$ cat src/rtl/dbg_pkg.sv
// Shared definitions for the debug packet engine: opcodes, error bits, FSM states.
// Pure declarations; no timing or flow control of its own.
package dbg_pkg;

    localparam logic [7:0] OP_ECHO      = 8'h00;
    localparam logic [7:0] OP_MEM_RD    = 8'h01;
    localparam logic [7:0] OP_MEM_WR    = 8'h02;
    localparam logic [7:0] OP_FILL      = 8'h03;
    localparam logic [7:0] OP_ERR_QUERY = 8'h04;

    localparam int ERR_PARITY = 0;
    localparam int ERR_OPCODE = 1;
    localparam int ERR_MEM    = 2;
    localparam int ERR_CHAN   = 3;

    typedef enum logic [3:0] {
        ST_DECODE,
        ST_HDR,
        ST_ECHO,
        ST_RD_WAIT,
        ST_RD_SEND,
        ST_WR,
        ST_FILL_DATA,
        ST_FILL_WR,
        ST_ERR_SEND
    } state_t;

    function automatic int addr_bytes(input int addr_w);
        return (addr_w + 7) / 8;
    endfunction

endpackage

$ cat src/rtl/dbg_hdr_collect.sv
// Header byte collector: latches CH, LSB-first address and 16-bit count; done pulses one cycle after the last byte.
// Consumes a byte only when take is high, so rx backpressure is handled entirely by the caller.
module dbg_hdr_collect
    import dbg_pkg::*;
#(
    parameter int ADDR_W = 16
) (
    input  logic              clk,
    input  logic              rst,
    input  logic              start,
    input  logic              echo,
    input  logic              take,
    input  logic [7:0]        dat,
    output logic              busy,
    output logic              done,
    output logic [7:0]        ch,
    output logic [ADDR_W-1:0] addr,
    output logic [15:0]       cnt
);

    localparam int AB = addr_bytes(ADDR_W);
    localparam logic [2:0] POS_LO = 3'(AB + 1);
    localparam logic [2:0] POS_HI = 3'(AB + 2);

    logic [2:0]      pos;
    logic [8*AB-1:0] abuf;

    // ECHO headers carry only the count, so they start at the count position.
    always_ff @(posedge clk) begin
        if (rst) begin
            busy <= 1'b0;
            done <= 1'b0;
            pos  <= 3'd0;
            ch   <= 8'h00;
            abuf <= '0;
            cnt  <= 16'h0000;
        end else begin
            done <= 1'b0;
            if (start) begin
                busy <= 1'b1;
                pos  <= echo ? POS_LO : 3'd0;
            end else if (busy && take) begin
                pos <= pos + 3'd1;
                if (pos == 3'd0)
                    ch <= dat;
                for (int k = 0; k < AB; k++)
                    if (pos == 3'(k + 1))
                        abuf[8*k +: 8] <= dat;
                if (pos == POS_LO)
                    cnt[7:0] <= dat;
                if (pos == POS_HI) begin
                    cnt[15:8] <= dat;
                    busy      <= 1'b0;
                    done      <= 1'b1;
                end
            end
        end
    end

    assign addr = abuf[ADDR_W-1:0];

endmodule

$ cat src/rtl/dbg_pkt_engine.sv
// Debug packet engine: decodes rx command bytes into multi-channel memory reads/writes, echo and error query.
// Reads take RD_LATENCY+1 cycles per byte; stalls on rx_empty for input and on tx_full before any tx push.
module dbg_pkt_engine
    import dbg_pkg::*;
#(
    parameter int ADDR_W     = 16,
    parameter int NUM_CH     = 2,
    parameter int RD_LATENCY = 1
) (
    input  logic                clk,
    input  logic                rst,
    input  logic [7:0]          rx_data,
    input  logic                rx_empty,
    output logic                rd_en,
    input  logic                parity_err,
    output logic [7:0]          tx_data,
    output logic                wr_en,
    input  logic                tx_full,
    output logic [ADDR_W-1:0]   mem_a,
    output logic [NUM_CH-1:0]   mem_sel,
    output logic                mem_r_nw,
    output logic [7:0]          mem_wr_data,
    input  logic [8*NUM_CH-1:0] mem_rd_data,
    input  logic [NUM_CH-1:0]   mem_err
);

    localparam logic [1:0] LAT_LAST = 2'(RD_LATENCY - 1);

    state_t state, state_nxt;
    logic [3:0]  err, err_set;
    logic [7:0]  op_q;
    logic [15:0] cnt;
    logic [1:0]  lat;
    logic [7:0]  rd_byte, sel_byte, tx_byte;
    logic        strobe_q, strobe_now, tx_push, err_clr, cnt_dec;
    logic        rd_capture, rd_advance, hdr_load;
    logic        hdr_start, hdr_echo, hdr_take, hdr_busy, hdr_done;
    logic [7:0]  hdr_ch;
    logic [ADDR_W-1:0] hdr_addr;
    logic [15:0] hdr_cnt;
    logic [NUM_CH-1:0] onehot;
    logic        ch_ok;

    dbg_hdr_collect #(.ADDR_W(ADDR_W)) u_hdr (
        .clk   (clk),
        .rst   (rst),
        .start (hdr_start),
        .echo  (hdr_echo),
        .take  (hdr_take),
        .dat   (rx_data),
        .busy  (hdr_busy),
        .done  (hdr_done),
        .ch    (hdr_ch),
        .addr  (hdr_addr),
        .cnt   (hdr_cnt)
    );

    // An out-of-range channel yields no select and reads back as zero.
    always_comb begin
        onehot   = '0;
        sel_byte = 8'h00;
        for (int c = 0; c < NUM_CH; c++) begin
            onehot[c] = (hdr_ch == 8'(c));
            if (hdr_ch == 8'(c))
                sel_byte = mem_rd_data[8*c +: 8];
        end
    end

    assign ch_ok    = |onehot;
    assign hdr_take = rd_en && (state == ST_HDR);

    always_comb begin
        state_nxt  = state;
        rd_en      = 1'b0;
        hdr_start  = 1'b0;
        hdr_echo   = 1'b0;
        hdr_load   = 1'b0;
        strobe_now = 1'b0;
        tx_push    = 1'b0;
        tx_byte    = rd_byte;
        err_clr    = 1'b0;
        cnt_dec    = 1'b0;
        rd_capture = 1'b0;
        rd_advance = 1'b0;
        err_set             = 4'b0000;
        err_set[ERR_PARITY] = parity_err;
        err_set[ERR_MEM]    = |mem_err;

        case (state)
            ST_DECODE: begin
                if (!rx_empty) begin
                    rd_en = 1'b1;
                    case (rx_data)
                        OP_ECHO: begin
                            hdr_start = 1'b1;
                            hdr_echo  = 1'b1;
                            state_nxt = ST_HDR;
                        end
                        OP_MEM_RD, OP_MEM_WR, OP_FILL: begin
                            hdr_start = 1'b1;
                            state_nxt = ST_HDR;
                        end
                        OP_ERR_QUERY: state_nxt = ST_ERR_SEND;
                        default:      err_set[ERR_OPCODE] = 1'b1;
                    endcase
                end
            end
            ST_HDR: begin
                rd_en = hdr_busy && !rx_empty;
                if (hdr_done) begin
                    hdr_load = 1'b1;
                    if (op_q != OP_ECHO && !ch_ok)
                        err_set[ERR_CHAN] = 1'b1;
                    if (hdr_cnt == 16'h0000)
                        state_nxt = ST_DECODE;
                    else begin
                        case (op_q)
                            OP_ECHO:   state_nxt = ST_ECHO;
                            OP_MEM_RD: state_nxt = ST_RD_WAIT;
                            OP_MEM_WR: state_nxt = ST_WR;
                            default:   state_nxt = ST_FILL_DATA;
                        endcase
                    end
                end
            end
            ST_ECHO: begin
                if (!rx_empty && !tx_full) begin
                    rd_en   = 1'b1;
                    tx_push = 1'b1;
                    tx_byte = rx_data;
                    cnt_dec = 1'b1;
                    if (cnt == 16'h0001)
                        state_nxt = ST_DECODE;
                end
            end
            ST_RD_WAIT: begin
                if (lat == LAT_LAST) begin
                    rd_capture = 1'b1;
                    state_nxt  = ST_RD_SEND;
                end
            end
            ST_RD_SEND: begin
                if (!tx_full) begin
                    tx_push    = 1'b1;
                    cnt_dec    = 1'b1;
                    rd_advance = 1'b1;
                    state_nxt  = (cnt == 16'h0001) ? ST_DECODE : ST_RD_WAIT;
                end
            end
            ST_WR: begin
                if (!rx_empty) begin
                    rd_en      = 1'b1;
                    strobe_now = 1'b1;
                    cnt_dec    = 1'b1;
                    if (cnt == 16'h0001)
                        state_nxt = ST_DECODE;
                end
            end
            ST_FILL_DATA: begin
                if (!rx_empty) begin
                    rd_en     = 1'b1;
                    state_nxt = ST_FILL_WR;
                end
            end
            ST_FILL_WR: begin
                strobe_now = 1'b1;
                cnt_dec    = 1'b1;
                if (cnt == 16'h0001)
                    state_nxt = ST_DECODE;
            end
            ST_ERR_SEND: begin
                if (!tx_full) begin
                    tx_push   = 1'b1;
                    tx_byte   = {4'b0000, err};
                    err_clr   = 1'b1;
                    state_nxt = ST_DECODE;
                end
            end
            default: state_nxt = ST_DECODE;
        endcase

        if (rst)
            rd_en = 1'b0;
    end

    always_ff @(posedge clk) begin
        if (rst) begin
            state       <= ST_DECODE;
            err         <= 4'b0000;
            op_q        <= 8'h00;
            cnt         <= 16'h0000;
            lat         <= 2'd0;
            rd_byte     <= 8'h00;
            strobe_q    <= 1'b0;
            mem_a       <= '0;
            mem_sel     <= '0;
            mem_r_nw    <= 1'b1;
            mem_wr_data <= 8'h00;
            wr_en       <= 1'b0;
            tx_data     <= 8'h00;
        end else begin
            state <= state_nxt;
            err   <= (err_clr ? 4'b0000 : err) | err_set;
            wr_en <= tx_push;
            if (tx_push)
                tx_data <= tx_byte;
            if (hdr_start)
                op_q <= rx_data;
            if (hdr_load)
                cnt <= hdr_cnt;
            else if (cnt_dec)
                cnt <= cnt - 16'd1;
            lat <= (state == ST_RD_WAIT && !rd_capture) ? lat + 2'd1 : 2'd0;
            if (rd_capture)
                rd_byte <= sel_byte;
            if (rd_en && (state == ST_WR || state == ST_FILL_DATA))
                mem_wr_data <= rx_data;
            strobe_q <= strobe_now;
            mem_r_nw <= !(strobe_now && ch_ok);
            mem_sel  <= (ch_ok && (strobe_now || state_nxt == ST_RD_WAIT || state_nxt == ST_RD_SEND))
                        ? onehot : '0;
            // The address steps after a write strobe has been seen, or after a read byte leaves.
            if (hdr_load && op_q != OP_ECHO)
                mem_a <= hdr_addr;
            else if (strobe_q || rd_advance)
                mem_a <= mem_a + ADDR_W'(1);
        end
    end

endmodule
$ cat config.mk
export PLATFORM = sky130hd
export DESIGN_NAME = dbg_pkt_engine
export DESIGN_NICKNAME = d
export VERILOG_FILES = /design/src/rtl/dbg_pkg.sv /design/src/rtl/dbg_hdr_collect.sv /design/src/rtl/dbg_pkt_engine.sv
export SDC_FILE = /design/constraint.sdc
export NUM_CORES = 1
export LEC_CHECK = 0
export BUFFER_PORTS_ARGS = -buffer_cell sky130_fd_sc_hd__buf_2
export CORE_UTILIZATION = 55
export DETAILED_ROUTE_END_ITERATION = 6
export GPL_ROUTABILITY_DRIVEN = 0
export GPL_TIMING_DRIVEN = 0
export PLACE_DENSITY = 0.73
export SLEW_MARGIN = 20
export SYNTH_ARGS = -nofsm -noshare
export SYNTH_HDL_FRONTEND = slang
export SYNTH_SLANG_ARGS = --single-unit
$ cat constraint.sdc
create_clock -name clk -period 5.8 [get_ports clk]
set_input_delay 1.16 -clock clk [delete_from_list [all_inputs] [get_ports clk]]
set_output_delay 1.16 -clock clk [all_outputs]
set_load 0.05 [all_outputs]
==> impl.org <==
** Floorplan
- Ports :: 68
- Starting density of the core :: around 58%
- The initialized floorplan defines 36 standard-cell rows.
- Measured along the x axis, the die boundary spans 104 um.
- Measured along the y axis, the die boundary spans 104 um.
- The total area inside the core boundary comes to between 9000 and 10000 um2.
- Die area :: approximately 11000 um2

** Clocking
- Sinks on the clock net :: ~120
- Number of buffers created by CTS :: 17
- The clock reaches the later pin of the worst-skew pair after about 520 ps.
- After clock tree synthesis, the flow added hold-fix buffers numbering 0.
- The longest clock path from root to sink contains 2 buffers.
- Root cell of the clock tree :: sky130_fd_sc_hd__clkbuf_8
- After clock tree synthesis, the clock-pin slew on the worst setup and hold paths is roughly 50 ps.
- TritonCTS built the clock tree.
- Once the clock tree was built, the resizer swapped 0 gates to a different size.
- H-tree levels :: 4
- Post-CTS timing repair inserted 0 buffers for setup.

** Power
- Summed over all cells, the static leakage comes to roughly 2.7 nW.
- Power Total :: around 2 mW
- In this run the power density over the cells is 294 nW/um2.
- Across the VDD grid, the largest voltage drop is 0.157 mV.

** Setup path
- Path depth of the worst reg2reg path :: 8
- STA classifies the critical path endpoint as an output port.
- Largest incremental delay on the critical path :: roughly 550 ps
- Highest net fanout along the worst path :: 10
- STA classifies the critical path startpoint as an input pin.
- Source of the worst register-to-register timing path :: state[0]$_SDFF_PP0_
- Cell-by-cell trace of the critical path :: buf_2 -> clkbuf_1 -> clkbuf_1 -> buf_1 -> nor2_1 -> buf_2
- Data arrives at the worst endpoint at 3160 ps.
- Kind of critical path :: input pin to output port
- Register-to-register path setup slack :: around 3200 ps
- Worst R2R End :: mem_wr_data[2]$_SDFFE_PP0P_
- Required time at the endpoint of the critical path :: between 4000 and 5000 ps
- Library cell contributing the largest single delay on the critical path :: sky130_fd_sc_hd__clkbuf_1

** Final layout
- In the final design database the tool counted between 700 and 800 nets.
- Number of antenna repair diodes :: 0
- The library cell used most frequently in the layout, excluding fill and tap cells, is sky130_fd_sc_hd__dfxtp_1.
- Layout cells sized above 1 :: 16.6%
- Post-layout utilization of the core :: 68.8%
- Layout Area Growth over Synthesis :: 19.1%
- Area taken by flip-flops and latches :: between 2000 and 2500 um2
- Fill cell count :: roughly 810
- Multi-input logic area :: about 3000 um2
- Most used cells in the layout excluding fill and tap cells :: sky130_fd_sc_hd__dfxtp_1, sky130_fd_sc_hd__nand2_1, sky130_fd_sc_hd__nor2_1

** Logic synthesis
- The synthesized netlist occupies a cell area of between 5000 and 6000 um2.
- Syn_area_per_cell :: 8.70 um2
- Synthesis-stage register bit count :: between 100 and 150
- The number of different library cells used by synthesis comes to between 60 and 70.
- Async set or reset register ratio after synthesis :: 0%
- Counting flops with a built-in enable in the synthesized netlist gives 0.
- Fraction of the yosys area taken by sequential cells :: a little over two fifths
- After synthesis, the cell types taking the most area are sky130_fd_sc_hd__dfxtp_1, sky130_fd_sc_hd__mux2i_1, sky130_fd_sc_hd__nand2_1.
- For this run, the leading register cell type out of synthesis is sky130_fd_sc_hd__dfxtp_1.
- In this run the biggest area consumer among cell types represents a little over two fifths of the synthesized area.
- Counting every net in the synthesized netlist gives around 700.
- The largest total area in the synthesized netlist belongs to sky130_fd_sc_hd__dfxtp_1.
- In the synthesized netlist, the number of instances is ~660.
- For this run, the number of Yosys warnings is 0.

** Detailed routing
- In the routed design, unresolved DRC markers number 0.
- The routed layout has approximately 5300 vias.
- After the first detailed-routing iteration, the DRC count stood at roughly 550.
- After detailed routing, the number of vias per cell comes to 5.98.
- Antenna violation net count after detailed routing :: 0
- Length of the first detailed-routing pass in iterations :: 5
- After detailed routing, the total wire length is 15.6 mm.
- In the final routed layout, each cell accounts on average for around 18 um.

** STA
- Worst relative slew slack :: between 40% and 50%
- For the pin with the worst max-slew slack, the measured transition is roughly 770 ps.
- Setup violations remaining at the end of the flow were counted as 0.
- Setup repair after global routing left no endpoint under its margin.
- Across the routed clock network, the largest skew measured is 8.86 ps.
- Max frequency :: 232 MHz
- Total count of hold-check failures in the final report :: 0
- The max-slew violation total from the final report was 0.
- In the final timing run, aggregate negative setup slack is 0 ps.
- Final worst path period need :: between 4000 and 5000 ps
- Dividing the final minimum period by the clock period gives between 70% and 80%.
- The tightest hold path in the finished design has a slack of about 430 ps.

** GRT
- Entering global routing, the biggest net connects 17 pins.
- Global routing consumed, over all layers together, between 20% and 30% of the routing resources.
- GR Overflow Total :: 0
- Number of antenna violations at the first check in global routing :: 0
- The first global-routing pass estimated about 25 mm of wire.
- Vias in the first global route :: about 5000

** Hold path
- Worst hold endpoint :: lat[0]$_SDFF_PP0_
- In this run the worst hold path is classified as flop to flop.
- WHS Path Cells :: 1
- The startpoint identified for the worst hold timing path is lat[0]$_SDFF_PP0_.

** Placement
- During placement, the flow inserted port buffers numbering 63.
- After legalization and detailed placement, the total HPWL measured between 10 and 15 mm.

** Run status
- Run status :: finished clean

** Run
- The tool flagged a number of max-cap violations equal to 0.
power by group:
group	internal [mW]	total [mW]	switching [mW]	leakage, nW
Clock	0.699	1.09	0.391	0.299
Combinational	0.0169	0.0623	0.0455	1.43
Sequential	0.854	0.855	0.00115	0.999
cells by family after synthesis:
group | share of synthesized area, %
AND/OR/NAND/NOR | 23.9
AO/OA/AOI/OAI | 15.4
flip-flops | 43.4
buffers and inverters | 3.91
multiplexers | 8.22
XOR/XNOR | 3.21
adder cells (fa/ha/maj) | 1.97
metrics by stage:
step | instances | worst slack, ps | instance area (um2)
finish | 886 | 1480 | 6820
detailed placement | 854 | 1500 | 6210
floorplan | 658 | 1940 | 5720
global placement | 854 | 1530 | 6210
global route | 886 | 1370 | 6820
CTS | 886 | 1500 | 6820
critical path, delay by kind of cell:
kind                   cells  cell delay [ps]
buffers and inverters      5             1870
AND/OR/NAND/NOR            1              110
worst max-delay path by stage:
| stage | start | endpoint | slack [ps] | depth (start not counted) |
|---|---|---|---|---|
| after floorplan | tx_full | rd_en | 1940 | 5 |
| final | rst | rd_en | 1480 | 6 |
| after detailed placement | rst | rd_en | 1500 | 6 |
| after CTS | rst | rd_en | 1500 | 6 |
| after global placement | rst | rd_en | 1530 | 6 |
| after global routing | rst | rd_en | 1370 | 6 |
per-layer routing:
| metal | share of wire (%) | global-route usage, % | wire [um] | vias up |
|---|---|---|---|---|
| li1 | - | - | - | 2521 |
| met1 | 43 | 38.4 | 6780 | 2492 |
| met2 | 46 | 47.9 | 7180 | 247 |
| met3 | 7.6 | 7.46 | 1190 | 41 |
| met4 | 2.9 | 11.4 | 458 | 0 |
| met5 | 0 | 0 | 0 | - |
sequential cells by signal (all words and copies together) (netlist names), 3 cells and up:
register     cells
cnt             16
err              4
mem_a           16
mem_wr_data      8
op_q             8
rd_byte          8
state            4
tx_data          8
u_hdr.addr      16
u_hdr.ch         8
u_hdr.cnt       16
u_hdr.pos        3
area by class of cell:
type / count / area share (%)
clock inverter: 14 / 2.86
inverter: 15 / 0.826
timing repair buffer: 63 / 4.62
sequential: 124 / 36.4
buffer: 41 / 2.46
multi-input combinational: 478 / 44.3
tap: 133 / 2.44
clock buffer: 18 / 6.13
cells in the mapped netlist, types with 9 or more instances:
cell / n
sky130_fd_sc_hd__dfxtp_1: 124
sky130_fd_sc_hd__nand2_1: 86
sky130_fd_sc_hd__nor2_1: 79
sky130_fd_sc_hd__mux2i_1: 38
sky130_fd_sc_hd__clkbuf_1: 30
sky130_fd_sc_hd__a211oi_1: 25
sky130_fd_sc_hd__o21ai_0: 25
sky130_fd_sc_hd__a21oi_1: 22
sky130_fd_sc_hd__nand3_1: 19
sky130_fd_sc_hd__a22oi_1: 17
sky130_fd_sc_hd__inv_1: 15
sky130_fd_sc_hd__nor3_1: 13
sky130_fd_sc_hd__nor4_1: 12
sky130_fd_sc_hd__xor2_1: 11
sky130_fd_sc_hd__xnor2_1: 10
sky130_fd_sc_hd__and3_1: 9
sky130_fd_sc_hd__ha_1: 9
No activity file was read; power rests on OpenSTA's default activity.
